<file path="src/rtl/secded_pkg.sv">
// secded_pkg: shared definitions for the SECDED codec.
//   - calc_r       : number of Hamming check bits for a given data width
//   - status / op encodings
//   - data-position mapping (place_data / extract_data)
//   - hamming_xor  : per-check-bit XOR over all Hamming positions; it yields
//                    the check bits for an encode and the syndrome for a decode
//   - encode       : full SECDED encode (check bits + overall parity in bit 0)
// The functions work on MAX_CW-wide vectors. Callers zero-extend their operands
// and slice the result down to their own width.
package secded_pkg;

   localparam int MAX_R  = 7;
   localparam int MAX_CW = 128;

   localparam logic [1:0] ST_CLEAN  = 2'b00;
   localparam logic [1:0] ST_CORR   = 2'b01;
   localparam logic [1:0] ST_UNCORR = 2'b10;

   localparam logic OP_ENC = 1'b0;
   localparam logic OP_DEC = 1'b1;

   // Smallest r with 2^r >= dw + r + 1.
   function automatic int calc_r(input int dw);
      int r;
      r = MAX_R;
      for (int i = MAX_R; i >= 1; i--) begin
         if ((1 << i) >= dw + i + 1) r = i;
      end
      return r;
   endfunction

   function automatic logic is_pow2(input int p);
      return (p > 0) && ((p & (p - 1)) == 0);
   endfunction

   // Data bits fill the non-power-of-two positions LSB-first (d0 at position 3).
   function automatic logic [MAX_CW-1:0] place_data(input logic [MAX_CW-1:0] data, input int dw);
      logic [MAX_CW-1:0] cw;
      int idx;
      cw  = '0;
      idx = 0;
      for (int p = 1; p < MAX_CW; p++) begin
         if (!is_pow2(p)) begin
            if (idx < dw) cw[p] = data[idx];
            idx++;
         end
      end
      return cw;
   endfunction

   function automatic logic [MAX_CW-1:0] extract_data(input logic [MAX_CW-1:0] cw, input int dw);
      logic [MAX_CW-1:0] data;
      int idx;
      data = '0;
      idx  = 0;
      for (int p = 1; p < MAX_CW; p++) begin
         if (!is_pow2(p)) begin
            if (idx < dw) data[idx] = cw[p];
            idx++;
         end
      end
      return data;
   endfunction

   // Bit k of the result is the XOR of every position 1..n whose index has bit k set.
   function automatic logic [MAX_R-1:0] hamming_xor(input logic [MAX_CW-1:0] cw, input int n);
      logic [MAX_R-1:0] s;
      s = '0;
      for (int p = 1; p < MAX_CW; p++) begin
         if (p <= n) begin
            for (int k = 0; k < MAX_R; k++) begin
               if (p[k]) s[k] = s[k] ^ cw[p];
            end
         end
      end
      return s;
   endfunction

   function automatic logic [MAX_CW-1:0] encode(input logic [MAX_CW-1:0] data, input int dw);
      logic [MAX_CW-1:0] cw;
      logic [MAX_R-1:0]  chk;
      int r;
      r   = calc_r(dw);
      cw  = place_data(data, dw);
      // Check positions are still zero here, so the XOR is just the data contribution.
      chk = hamming_xor(cw, dw + r);
      for (int k = 0; k < MAX_R; k++) begin
         if (k < r) cw[1 << k] = chk[k];
      end
      cw[0] = ^cw;
      return cw;
   endfunction

endpackage

</file>
<file path="src/rtl/secded_syndrome.sv">
// secded_syndrome: combinational syndrome / overall-parity generator.
//   cw_i  [CW_W-1:0] : received codeword (bit 0 overall parity, [N:1] Hamming positions)
//   syn_o [R-1:0]    : recomputed check bits XOR received check bits
//   par_o            : XOR of all CW_W received bits (1 = odd number of flips)
module secded_syndrome
   import secded_pkg::*;
#(
   parameter  int DATA_W = 8,
   localparam int R      = calc_r(DATA_W),
   localparam int N      = DATA_W + R,
   localparam int CW_W   = N + 1
) (
   input  logic [CW_W-1:0] cw_i,
   output logic [R-1:0]    syn_o,
   output logic            par_o
);

   logic [MAX_CW-1:0] cw_ext_s;
   logic [MAX_R-1:0]  syn_full_s;
   logic              unused_s;

   // XOR over all positions including the check bits gives recomputed ^ received.
   always_comb begin
      cw_ext_s             = '0;
      cw_ext_s[CW_W-1:0]   = cw_i;
      syn_full_s           = hamming_xor(cw_ext_s, N);
   end

   assign syn_o    = syn_full_s[R-1:0];
   assign par_o    = ^cw_i;
   assign unused_s = ^syn_full_s;

endmodule

</file>
<file path="src/rtl/secded_codec_pipe.sv">
// secded_codec_pipe: 2-stage pipelined SECDED encoder/decoder with valid/ready.
//   clk, rst                : clock, synchronous active-high reset
//   in_valid/in_ready       : input handshake (in_ready = !out_valid || out_ready)
//   in_op                   : 0 encode, 1 decode
//   in_data / in_cw         : data to encode / codeword to decode
//   inj_mask                : XORed onto the encoded codeword (test injection)
//   out_valid/out_ready     : output handshake
//   out_op, out_data, out_cw: result op, data, codeword
//   out_status, out_syn     : 00 clean / 01 corrected / 10 uncorrectable, {parity, syndrome}
//   cnt_clr, ce_cnt, ue_cnt : saturating corrected / uncorrectable counters
// S1 registers the input plus the decode syndrome; S2 registers the result.
// Both stages advance together on a global stall, so out_* hold while stalled.
module secded_codec_pipe
   import secded_pkg::*;
#(
   parameter  int DATA_W = 8,
   parameter  int CNT_W  = 16,
   localparam int R      = calc_r(DATA_W),
   localparam int N      = DATA_W + R,
   localparam int CW_W   = N + 1
) (
   input  logic              clk,
   input  logic              rst,
   input  logic              in_valid,
   output logic              in_ready,
   input  logic              in_op,
   input  logic [DATA_W-1:0] in_data,
   input  logic [CW_W-1:0]   in_cw,
   input  logic [CW_W-1:0]   inj_mask,
   output logic              out_valid,
   input  logic              out_ready,
   output logic              out_op,
   output logic [DATA_W-1:0] out_data,
   output logic [CW_W-1:0]   out_cw,
   output logic [1:0]        out_status,
   output logic [R:0]        out_syn,
   input  logic              cnt_clr,
   output logic [CNT_W-1:0]  ce_cnt,
   output logic [CNT_W-1:0]  ue_cnt
);

   localparam logic [R-1:0]     N_R     = R'(N);
   localparam logic [CNT_W-1:0] CNT_ONE = {{(CNT_W-1){1'b0}}, 1'b1};

   logic adv_s;

   // Stage 1 registers
   logic              v1_q;
   logic              op1_q;
   logic [DATA_W-1:0] data1_q;
   logic [CW_W-1:0]   cw1_q;
   logic [CW_W-1:0]   mask1_q;
   logic [R-1:0]      syn1_q;
   logic              par1_q;

   // Stage 2 (output) registers and their next-state values
   logic              out_valid_q;
   logic              out_op_q;
   logic [DATA_W-1:0] out_data_q, out_data_d;
   logic [CW_W-1:0]   out_cw_q, out_cw_d;
   logic [1:0]        out_status_q, out_status_d;
   logic [R:0]        out_syn_q, out_syn_d;

   logic [CNT_W-1:0]  ce_cnt_q, ce_cnt_d;
   logic [CNT_W-1:0]  ue_cnt_q, ue_cnt_d;

   logic [R-1:0]      syn_s;
   logic              par_s;
   logic [MAX_CW-1:0] data_ext_s, enc_full_s, dec_ext_s, dec_full_s;
   logic [CW_W-1:0]   flip_s;
   logic              unused_s;

   assign adv_s    = !out_valid_q || out_ready;
   assign in_ready = adv_s;

   secded_syndrome #(.DATA_W(DATA_W)) u_syndrome (
      .cw_i  (in_cw),
      .syn_o (syn_s),
      .par_o (par_s)
   );

   // S2 result: encode with injection, or decode classification and correction.
   always_comb begin
      data_ext_s               = '0;
      data_ext_s[DATA_W-1:0]   = data1_q;
      enc_full_s               = encode(data_ext_s, DATA_W);
      flip_s                   = '0;
      dec_ext_s                = '0;
      dec_full_s               = '0;
      out_status_d             = ST_CLEAN;
      out_syn_d                = '0;
      out_cw_d                 = enc_full_s[CW_W-1:0] ^ mask1_q;
      out_data_d               = data1_q;
      if (op1_q == OP_DEC) begin
         out_syn_d = {par1_q, syn1_q};
         if (!par1_q && (syn1_q == '0)) begin
            out_status_d = ST_CLEAN;
         end else if (par1_q && (syn1_q == '0)) begin
            // Only the overall parity bit itself flipped.
            out_status_d = ST_CORR;
            flip_s[0]    = 1'b1;
         end else if (par1_q && (syn1_q <= N_R)) begin
            out_status_d   = ST_CORR;
            flip_s[syn1_q] = 1'b1;
         end else begin
            // Even flip count with nonzero syndrome, or syndrome beyond the word.
            out_status_d = ST_UNCORR;
         end
         out_cw_d              = cw1_q ^ flip_s;
         dec_ext_s[CW_W-1:0]   = out_cw_d;
         dec_full_s            = extract_data(dec_ext_s, DATA_W);
         out_data_d            = dec_full_s[DATA_W-1:0];
      end else begin
         out_syn_d = '0;
      end
   end

   assign unused_s = ^{enc_full_s, dec_full_s};

   // Pipeline registers: both stages advance together when the output is free.
   always_ff @(posedge clk) begin
      if (rst) begin
         v1_q         <= 1'b0;
         op1_q        <= 1'b0;
         data1_q      <= '0;
         cw1_q        <= '0;
         mask1_q      <= '0;
         syn1_q       <= '0;
         par1_q       <= 1'b0;
         out_valid_q  <= 1'b0;
         out_op_q     <= 1'b0;
         out_data_q   <= '0;
         out_cw_q     <= '0;
         out_status_q <= ST_CLEAN;
         out_syn_q    <= '0;
      end else if (adv_s) begin
         v1_q         <= in_valid;
         op1_q        <= in_op;
         data1_q      <= in_data;
         cw1_q        <= in_cw;
         mask1_q      <= inj_mask;
         syn1_q       <= syn_s;
         par1_q       <= par_s;
         out_valid_q  <= v1_q;
         out_op_q     <= op1_q;
         out_data_q   <= out_data_d;
         out_cw_q     <= out_cw_d;
         out_status_q <= out_status_d;
         out_syn_q    <= out_syn_d;
      end
   end

   // Counter next state: clear wins, otherwise count decode events on the output handshake.
   always_comb begin
      ce_cnt_d = ce_cnt_q;
      ue_cnt_d = ue_cnt_q;
      if (cnt_clr) begin
         ce_cnt_d = '0;
         ue_cnt_d = '0;
      end else if (out_valid_q && out_ready && (out_op_q == OP_DEC)) begin
         if ((out_status_q == ST_CORR) && (ce_cnt_q != '1)) begin
            ce_cnt_d = ce_cnt_q + CNT_ONE;
         end else if ((out_status_q == ST_UNCORR) && (ue_cnt_q != '1)) begin
            ue_cnt_d = ue_cnt_q + CNT_ONE;
         end else begin
            ce_cnt_d = ce_cnt_q;
         end
      end else begin
         ce_cnt_d = ce_cnt_q;
      end
   end

   // Counter registers.
   always_ff @(posedge clk) begin
      if (rst) begin
         ce_cnt_q <= '0;
         ue_cnt_q <= '0;
      end else begin
         ce_cnt_q <= ce_cnt_d;
         ue_cnt_q <= ue_cnt_d;
      end
   end

   assign out_valid  = out_valid_q;
   assign out_op     = out_op_q;
   assign out_data   = out_data_q;
   assign out_cw     = out_cw_q;
   assign out_status = out_status_q;
   assign out_syn    = out_syn_q;
   assign ce_cnt     = ce_cnt_q;
   assign ue_cnt     = ue_cnt_q;

endmodule

</file>
<file path="config.mk">
export PLATFORM = sky130hd
export DESIGN_NAME = secded_codec_pipe
export DESIGN_NICKNAME = d
export VERILOG_FILES = /design/src/rtl/secded_pkg.sv /design/src/rtl/secded_syndrome.sv /design/src/rtl/secded_codec_pipe.sv
export SDC_FILE = /design/constraint.sdc
export NUM_CORES = 1
export LEC_CHECK = 0
export ABC_AREA = 1
export BUFFER_PORTS_ARGS = -buffer_cell sky130_fd_sc_hd__buf_2
export CAP_MARGIN = 15
export CORE_UTILIZATION = 35
export CTS_CLUSTER_SIZE = 16
export DETAILED_ROUTE_END_ITERATION = 10
export PLACE_DENSITY = 0.59
export SYNTH_ARGS = -nofsm -noshare
export SYNTH_HDL_FRONTEND = slang
export SYNTH_HIERARCHICAL = 1
export SYNTH_SLANG_ARGS = --single-unit
</file>
<file path="constraint.sdc">
create_clock -name clk -period 2.25 [get_ports clk]
set_input_delay 0.5625 -clock clk [delete_from_list [all_inputs] [get_ports clk]]
set_output_delay 0.5625 -clock clk [all_outputs]
set_load 0.1 [all_outputs]
</file>
==> results.json, run 1 <==
{
  "fin_crit_ns": 1.89,
  "grt_antenna_before_repair": 0,
  "synth-seq-cells": 103,
  "swShare_pct": 32.3,
  "post_cts_buffers": 0,
  "hpwlAfterDp_mm": 10.3,
  "reg2reg_depth": 9,
  "synth_compound_area_share_pct": 17.3,
  "slew_violations": 0,
  "drt_pre_antenna_iters": 5,
  "insertion_delay_ns": 0.36,
  "drtIter0Drc": 326,
  "via_per_inst": 4.86,
  "worstPathRequired_ns": 1.69,
  "yosys.area_share.simple_pct": 28.1,
  "synthXorXnorAreaFrac_pct": 7.65,
  "gr-total-overflow": 0,
  "final_common_cell": "nand2_1",
  "cts_tree": "done",
  "holdPathStages": 3,
  "yosys_warnings": 6,
  "ctsResizeCount": 0,
  "pwr-share-seq_pct": 43.0,
  "cp-start-kind": "flip-flop",
  "p_leak_nw": 2.82,
  "synth_fa_ha_area_share_pct": 0.465,
  "clock.fmax_mhz": 529,
  "post-route-period-util_pct": 84.0,
  "ctsHoldBuffers": 0,
  "vdd_drop_max_mv": 0.436,
  "syn2layout_area_growth_pct": 18.8,
  "die_height_um": 126,
  "cts.sinks": 103,
  "setup_slack_ns": 0.359,
  "setup.worst_path.end_class": "primary output",
  "clk_path_buf_depth": 2,
  "min_path_type": "in2reg",
  "path_class": "reg2out",
  "port_buffers": 102,
  "synth-main-ff-cell": "dfxtp_1",
  "rsz0062_at_grt": "no",
  "synth_cells": 787,
  "start_util_pct": 36.5,
  "p_per_area_nw_per_um2": 736,
  "synth_top_family_by_area": "simple AND/OR/NAND/NOR gates",
  "grt_max_degree": 74,
  "cts_max_level": 3,
  "synth_fp_nets": 829,
  "max_slew_margin_pct": 46.6,
  "dieArea_sq_um": 15900,
  "cap_violations": 0,
  "critPathArrivalTime_ns": 1.33,
  "worst_pin_slew_ns": 0.800,
  "setup_tns_ns": 0,
  "hold_viol_final": 0,
  "setup_viol": 0,
  "drc": 0,
  "switchingPower_mw": 1.52,
  "dieWidth_um": 126,
  "combPwrFrac_pct": 20.3,
  "grt_usage_pct": 18.2,
  "ys_seq_area_share_pct": 38.3,
  "grt_pass1_vias": 4586,
  "nets": 916,
  "cts_buffers": 9,
  "cts-root-buf": "clkbuf_16",
  "drt-total-wl_mm": 14.2,
  "async_reset_ff_share_pct": 0,
  "avgSynthCellArea_sq_um": 6.84,
  "synth_mux_area_share_pct": 0,
  "cts.clk_slew.worst_paths_ns": 0.07,
  "clock_skew_ns": 0.0120,
  "rows": 44,
  "crit_path_max_fanout": 3,
  "vias": 5163,
  "wire_per_inst_um": 13.3,
  "pre_cts_ws_ns": 0.369,
  "most-common-layout-cells": "nand2_1, buf_2, dfxtp_1",
  "grt_pass1_wl_mm": 23.1,
  "antenna_cells": 0,
  "yosysTopAreaCell": "dfxtp_1",
  "io_pins": 103,
  "drive_above_1_share_pct": 19.0,
  "status": "finished, final reports clean",
  "gp_congestion": 0.879,
  "internal_power_mw": 3.18,
  "ant_nets": 0,
  "core_region_area_sq_um": 14800,
  "p_clk_share_pct": 36.8,
  "synth_area_leaders": "dfxtp_1, nand2_1, o21ai_0",
  "netlist.area_leader.share_pct": 38.3,
  "netlist_area_sq_um": 5380,
  "ys_types": 36,
  "synth_edf_count": 0
}
sequential cells by signal, summed over array words and instances, names as in the netlist, 2 cells and up:
signal / flops
ce_cnt: 16
cw1_q: 13
data1_q: 8
mask1_q: 13
out_cw: 13
out_data: 8
out_status: 2
out_syn: 5
syn1_q: 4
ue_cnt: 16
stage by stage:
stage	total power, mW	instances	instance area (sq um)	hold slack [ns]	util [%]
6_report	4.70	1063	6390	0.453	43.3
5_1_grt	4.93	1063	6390	0.457	43.3
4_1_cts	4.76	1063	6390	0.439	43.3
3_5_place_dp	3.02	1047	6060	0.456	41.1
3_3_place_gp	3.01	1047	6060	0.439	41.1
2_1_floorplan	2.80	787	5390	0.430	-
power by group through the flow:
| stage | clock network [mW] | registers, mW | logic, mW |
|---|---|---|---|
| floorplan | 0 | 2.36 | 0.432 |
| global route | 1.85 | 2.04 | 1.04 |
| detailed placement | 0 | 2.06 | 0.956 |
| finish | 1.73 | 2.02 | 0.954 |
| CTS | 1.78 | 2.02 | 0.958 |
| global placement | 0 | 2.06 | 0.950 |
worst paths after layout:
| check | end | start | slack [ns] |
|---|---|---|---|
| min reg2reg | out_syn[2] | out_syn[2] | 0.47 |
| max | in_ready | out_valid | 0.36 |
| min | mask1_q[11] | inj_mask[11] | 0.45 |
| max reg2reg | ce_cnt[3] | ce_cnt[0] | 0.48 |
cells by family (layout without fill, tap and decap cells):
kind of cell | count (synthesis) | after routing
XOR/XNOR | 47 | 47
AO/OA/AOI/OAI | 174 | 174
AND/OR/NAND/NOR | 352 | 352
flip-flops | 103 | 103
adder cells (fa/ha/maj) | 2 | 2
buffers and inverters | 109 | 201
cell type report:
class                      count  area (sq um)
clock buffer                  10           239
multi-input combinational    575          2880
tap                          184           230
timing repair buffer         112           611
clock inverter                 6          90.1
inverter                      73           274
sequential                   103          2070
fill                        1578          8360
worst max-delay path, stage by stage (launching register included):
cell and delay (ns):
dfxtp_1 0.34, inv_1 0.07, nor2_4 0.12, clkinv_1 0.14, buf_2 0.32
synthesized netlist by cell type, types with 2 or more instances:
master and number:
a31oi_1 14, a21oi_2 8, nor2_2 3, nor2_1 83
buf_6 3, xnor2_1 23, nand3_1 42, clkbuf_1 22
nand2_2 6, or2_2 4, nor3_2 3, inv_2 6
dfxtp_1 103, or2_1 2, o21ai_0 83, buf_2 10
nor3_1 10, a21oi_1 63, ha_1 2, nand2_1 184
inv_1 66, nand4_1 8, nand3_2 2, o21ai_1 2
xor2_1 24
routing by layer:
metal	track usage (%)	share of wire, %	vias to the layer above
li1	-	-	2730
met1	25.1	50	2285
met2	28.5	44	138
met3	4.29	5.0	10
met4	4.89	1.0	0
met5	0	0	-
No activity file was read; power rests on OpenSTA's default activity.
==> run 2: changes to the inputs <==
--- a/config.mk
+++ b/config.mk
@@ -5,13 +5,13 @@
 export SDC_FILE = /design/constraint.sdc
 export NUM_CORES = 1
 export LEC_CHECK = 0
-export ABC_AREA = 1
+export ABC_AREA = 0
 export BUFFER_PORTS_ARGS = -buffer_cell sky130_fd_sc_hd__buf_2
 export CAP_MARGIN = 15
 export CORE_UTILIZATION = 35
 export CTS_CLUSTER_SIZE = 16
 export DETAILED_ROUTE_END_ITERATION = 10
-export PLACE_DENSITY = 0.59
+export PLACE_DENSITY = 0.61
 export SYNTH_ARGS = -nofsm -noshare
 export SYNTH_HDL_FRONTEND = slang
 export SYNTH_HIERARCHICAL = 1
==> constraint.sdc (replaced) <==
create_clock -name clk -period 1.6 [get_ports clk]
set_input_delay 0.4 -clock clk [delete_from_list [all_inputs] [get_ports clk]]
set_output_delay 0.4 -clock clk [all_outputs]
set_load 0.1 [all_outputs]
==> run 2 against run 1 <==
The run now ends with negative setup slack left. Cell count shrank 14%. First-iteration DRC count is 13% lower. Via count decreased by 12%. Clock skew shrank 0.0035 ns. Setup slack got worse by 0.45 ns. Utilization is 5.8 points higher. Sequential share of layout area rose by 1.0 points. Synthesized area is 8.7% lower. Largest cell class unchanged.
==> results.json, run 2 <==
{
  "status": "finished, violations left",
  "violations": "negative setup slack",
  "yosys_warnings": 6,
  "slew_violations": 0,
  "core_region_area_sq_um": 13500,
  "drc": 0,
  "p_per_area_nw_per_um2": 1000,
  "fin_crit_ns": 1.69,
  "crit_family": "simple AND/OR/NAND/NOR gates",
  "netlist.area_leader.share_pct": 42.0,
  "ctsHoldBuffers": 0,
  "synth_compound_area_share_pct": 14.0,
  "port_buffers": 102,
  "clk_path_buf_depth": 2,
  "io_pins": 103,
  "synth_fa_ha_area_share_pct": 0.510,
  "setup_viol": 5,
  "crit_path_max_fanout": 7,
  "grt_usage_pct": 18.7,
  "vias": 4569,
  "holdPathStages": 3,
  "total_power_mw": 6.62,
  "clock_skew_ns": 0.00846,
  "ant_nets": 0,
  "dieArea_sq_um": 14500,
  "ys_types": 52,
  "path_class": "reg2reg",
  "gr-total-overflow": 0,
  "p_leak_nw": 2.78,
  "crit_slowest_cell": "or3b_4",
  "cts.sinks": 103,
  "synth_area_leaders": "dfxtp_1, nand2_1, xnor2_1",
  "cts_buffers": 9,
  "wire_per_inst_um": 14.4,
  "yosysMostFrequentCell": "nand2_1",
  "cts.clk_slew.worst_paths_ns": 0.07,
  "drt-total-wl_mm": 13.1,
  "gp_congestion": 0.827,
  "yosys.area_share.simple_pct": 24.6,
  "insertion_delay_ns": 0.35,
  "cts_max_level": 3,
  "slowest_delay_ns": 0.44,
  "antenna_cells": 0,
  "rows": 42,
  "cts-root-buf": "clkbuf_16",
  "dieWidth_um": 120,
  "vdd_drop_max_mv": 0.567,
  "most-common-layout-cells": "nand2_1, buf_2, a21oi_1",
  "min_path_type": "in2reg",
  "grt_pass1_wl_mm": 21.7,
  "synth-main-ff-cell": "dfxtp_1",
  "die_height_um": 120,
  "reg2reg_depth": 7,
  "yosysTopAreaCell": "dfxtp_1",
  "drt_pre_antenna_iters": 4,
  "clock.fmax_mhz": 593,
  "setup_tns_ns": -0.277,
  "critPathArrivalTime_ns": 1.95,
  "start_util_pct": 36.5,
  "synthXorXnorAreaFrac_pct": 14.6,
  "synth_edf_count": 0,
  "worst_pin_slew_ns": 0.521,
  "fin_util_pct": 49.1,
  "ys_seq_area_share_pct": 42.0,
  "avgSynthCellArea_sq_um": 8.24,
  "nets": 770,
  "post-route-period-util_pct": 105,
  "rsz0062_at_grt": "yes",
  "async_reset_ff_share_pct": 0,
  "grt_pass1_vias": 4451,
  "worstPathRequired_ns": 1.86,
  "drive_above_1_share_pct": 34.1,
  "cap_violations": 0,
  "setup.worst_path.end_class": "flip-flop",
  "setup_slack_ns": -0.0868,
  "synth_cells": 596,
  "final_common_cell": "nand2_1",
  "pre_cts_ws_ns": -0.196,
  "syn2layout_area_growth_pct": 34.5,
  "hpwlAfterDp_mm": 9.56,
  "grt_antenna_before_repair": 0,
  "worst-path-buf-inv": 1,
  "synth_fp_nets": 638,
  "path_cells": "ha_4, and3_4, or3b_4, buf_4, nor3_4, nor2_1, a211oi_1",
  "hold_viol_final": 0,
  "via_per_inst": 5.03,
  "cts_tree": "done",
  "drtIter0Drc": 282,
  "path_depth": 7,
  "netlist_area_sq_um": 4910,
  "synth-seq-cells": 103,
  "num-fill-cells": 1355,
  "cp-start-kind": "flip-flop",
  "synth_mux_area_share_pct": 1.04,
  "synth_top_family_by_area": "simple AND/OR/NAND/NOR gates",
  "max_slew_margin_pct": 65.5,
  "grt_max_degree": 62,
  "netlist_top_cells_count": "nand2_1, dfxtp_1, a21oi_1"
}
[run 2: cell types whose count changed after synthesis, sizes merged, moves of 12 or more]
| cell | before | now |
|---|---|---|
| nor2 | 86 | 43 |
| nand2b | 0 | 13 |
| xnor2 | 23 | 45 |
| a31oi | 14 | 1 |
| nand3 | 44 | 22 |
| o21ai | 85 | 16 |
| and3 | 0 | 12 |
| inv | 72 | 4 |
| nand2 | 190 | 113 |
[run 2: routing by layer]
layer  vias to the layer above  global-route usage [%]  wire, um
met2                        93                    30.5      6200
met5                         -                       0         0
li1                       2291                       -         -
met1                      2167                    24.5      6160
met4                         0                    7.95       278
met3                        18                    3.11       469
[run 2: cell type report]
type                            count  area, sq um  area share, %
Clock buffer                       14          268           4.05
Tap cell                          176          220           3.33
Timing Repair Buffer              158          991           15.0
Multi-Input combinational cell    452         2870           43.4
Clock inverter                      2         38.8          0.587
Inverter                            4         17.5          0.265
Sequential cell                   103         2200           33.3
[run 2: worst paths after layout]
path / start / to / slack, ns
worst min register to register: out_syn[2] / out_syn[2] / 0.45
worst min-delay path: in_data[0] / data1_q[0] / 0.30
worst max-delay path: ue_cnt[1] / ue_cnt[14] / -0.09
worst max register to register: ue_cnt[1] / ue_cnt[14] / -0.09
[run 2: power breakdown]
part           switching [mW]  internal [mW]
clock                   0.936           1.32
sequential              0.150           2.68
combinational            1.01          0.526
total                    2.09           4.53
[run 2: cells by family (layout without fill, tap and decap cells)]
| family | after synthesis | count (layout) |
|---|---|---|
| and+or+nand+nor | 248 | 248 |
| AOI/OAI and AO/OA | 120 | 120 |
| DFF | 103 | 103 |
| xor gates and xnor gates | 77 | 77 |
| buffers and inverters | 41 | 178 |
| muxes | 5 | 5 |
| adders and majority gates | 2 | 2 |
[run 2: what timing repair did]
item / CTS / global route
setup buffers: 1 / 1
hold endpoints to repair: 0 / 0
pin swaps: 0 / 12
resized for setup: 7 / 24
setup endpoints to repair: 12 / 33
[run 2: worst min-delay path, stage by stage]
cell and delay (ns):
buf_2 0.10, nand2_1 0.04, a21oi_1 0.05
[run 2: stage by stage]
step	hold slack (ns)	instance area (sq um)	cells
floorplan	0.432	5160	596
global placement	0.441	6180	891
detailed placement	0.443	6180	891
CTS	0.278	6510	908
global route	0.286	6610	909
finish	0.295	6610	909
==> run 3: changes to the inputs <==
--- a/config.mk
+++ b/config.mk
@@ -11,7 +11,7 @@
 export CORE_UTILIZATION = 35
 export CTS_CLUSTER_SIZE = 16
 export DETAILED_ROUTE_END_ITERATION = 10
-export PLACE_DENSITY = 0.61
+export PLACE_DENSITY = 0.67
 export SYNTH_ARGS = -nofsm -noshare
 export SYNTH_HDL_FRONTEND = slang
 export SYNTH_HIERARCHICAL = 1
==> run 3 against run 2 <==
The flow still finishes with violations (negative setup slack). Largest power group unchanged. Largest cell class unchanged. Flip-flop and latch count unchanged. Global-route usage down 0.60 points. First-iteration DRC count is 10% higher.
==> results.json, run 3 (synthesized netlist as in run 2, its figures left out) <==
{
  "status": "finished, violations left",
  "violations": "negative setup slack",
  "gr-total-overflow": 0,
  "grt_pass1_wl_mm": 20.9,
  "insertion_delay_ns": 0.35,
  "pre_cts_ws_ns": -0.181,
  "slowest_delay_ns": 0.46,
  "die_height_um": 120,
  "slew_violations": 0,
  "seq_area_sq_um": 2200,
  "vias": 4597,
  "cts_buffers": 9,
  "fin_crit_ns": 1.68,
  "worst_pin_slew_ns": 0.526,
  "dieArea_sq_um": 14500,
  "cts-root-buf": "clkbuf_16",
  "worst-path-buf-inv": 0,
  "setup_viol": 6,
  "cts_max_level": 3,
  "drtIter0Drc": 311,
  "setup_slack_ns": -0.0811,
  "path_cells": "ha_4, and3_1, or3b_4, nor3_2, nor2_1, a211oi_2",
  "cp-start-kind": "flip-flop",
  "rows": 42,
  "max_slew_margin_pct": 65.2,
  "grt_max_degree": 43,
  "crit_family": "simple AND/OR/NAND/NOR gates",
  "p_per_area_nw_per_um2": 987,
  "drive_above_1_share_pct": 34.5,
  "num-fill-cells": 1309,
  "setup_tns_ns": -0.278,
  "fin_util_pct": 49.6,
  "grt_antenna_before_repair": 0,
  "gp_congestion": 0.801,
  "cts.clk_slew.worst_paths_ns": 0.07,
  "dieWidth_um": 120,
  "most-common-layout-cells": "nand2_1, buf_2, a21oi_1",
  "ctsHoldBuffers": 0,
  "clock.fmax_mhz": 595,
  "post-route-period-util_pct": 105,
  "cts_tree": "done",
  "path_class": "reg2reg",
  "rsz0062_at_grt": "yes",
  "min_path_type": "in2reg",
  "wire_per_inst_um": 14.0,
  "dpl_cell_area_sq_um": 6240,
  "design_area_sq_um": 6680,
  "start_util_pct": 36.5,
  "grt_usage_pct": 18.1,
  "antenna_cells": 0,
  "setup.worst_path.end_class": "flip-flop",
  "cap_violations": 0,
  "vdd_drop_max_mv": 0.810,
  "cts.sinks": 103,
  "p_leak_nw": 2.81,
  "final_common_cell": "nand2_1",
  "crit_path_max_fanout": 7,
  "hpwlAfterDp_mm": 9.52,
  "nets": 780,
  "crit_slowest_cell": "or3b_4",
  "syn2layout_area_growth_pct": 36.0,
  "io_pins": 103,
  "worstPathRequired_ns": 1.86,
  "grt_pass1_vias": 4396,
  "clk_path_buf_depth": 2,
  "critPathArrivalTime_ns": 1.95,
  "port_buffers": 102,
  "core_region_area_sq_um": 13500,
  "clock_skew_ns": 0.00754,
  "via_per_inst": 5.00,
  "drt-total-wl_mm": 12.8,
  "drc": 0,
  "ant_nets": 0,
  "multi_input_area_sq_um": 2850,
  "drt_pre_antenna_iters": 4,
  "hold_viol_final": 0
}
-- run 3: cell types whose count changed in the layout (fill, tap and decap cells not counted), sizes merged --
cell | before | now
inv | 5 | 8
clkbuf | 17 | 11
buf | 155 | 168
-- run 3: worst register-to-register path: cells and delay by family, from the launching register on --
family	cells	cell delay, ns
adder cells (fa/ha/maj)	1	0.12
AND/OR/NAND/NOR	4	0.93
AO/OA/AOI/OAI	1	0.19
flip-flops	1	0.36
-- run 3: repair_timing --
| item | in CTS | in global routing |
|---|---|---|
| buffers inserted | 4 | 4 |
| resized for setup | 10 | 14 |
| endpoints found under the setup margin | 16 | 27 |
| pin swaps | 1 | 11 |
-- run 3: metal layers --
metal | track usage (%) | routed length [um]
met1 | 22.9 | 5920
met3 | 4.01 | 498
met4 | 7.41 | 203
met5 | 0 | 0
met2 | 29.8 | 6230
-- run 3: final timing paths --
| kind | start | endpoint | slack (ns) | depth (start not counted) |
|---|---|---|---|---|
| max reg2reg | ue_cnt[1] | ue_cnt[14] | -0.08 | 6 |
| max | ue_cnt[1] | ue_cnt[14] | -0.08 | 6 |
| min reg2reg | out_syn[0] | out_syn[0] | 0.45 | 2 |
| min | inj_mask[2] | mask1_q[2] | 0.28 | 3 |
-- run 3: area by class of cell --
| class | instances | share of cell area [%] |
|---|---|---|
| multi-input cells | 452 | 42.7 |
| flip-flops and latches | 103 | 32.9 |
| repair buffers | 168 | 16.4 |
| clock buffers | 11 | 3.48 |
| well taps | 176 | 3.30 |
| clock inverters | 5 | 0.937 |
| inverters | 4 | 0.262 |
-- run 3: metrics by stage --
| stage | instances | hold WS [ns] | total power, mW |
|---|---|---|---|
| after floorplan | 596 | 0.432 | 3.97 |
| after global placement | 895 | 0.439 | 4.36 |
| after detailed placement | 895 | 0.443 | 4.39 |
| after CTS | 915 | 0.271 | 6.65 |
| after global routing | 919 | 0.277 | 6.89 |
| final | 919 | 0.285 | 6.59 |
-- run 3: power by group --
group | internal, mW | switching [mW] | total, mW
clock | 1.23 | 0.999 | 2.23
combinational | 0.539 | 1.00 | 1.54
sequential | 2.68 | 0.144 | 2.82
total | 4.45 | 2.15 | 6.59
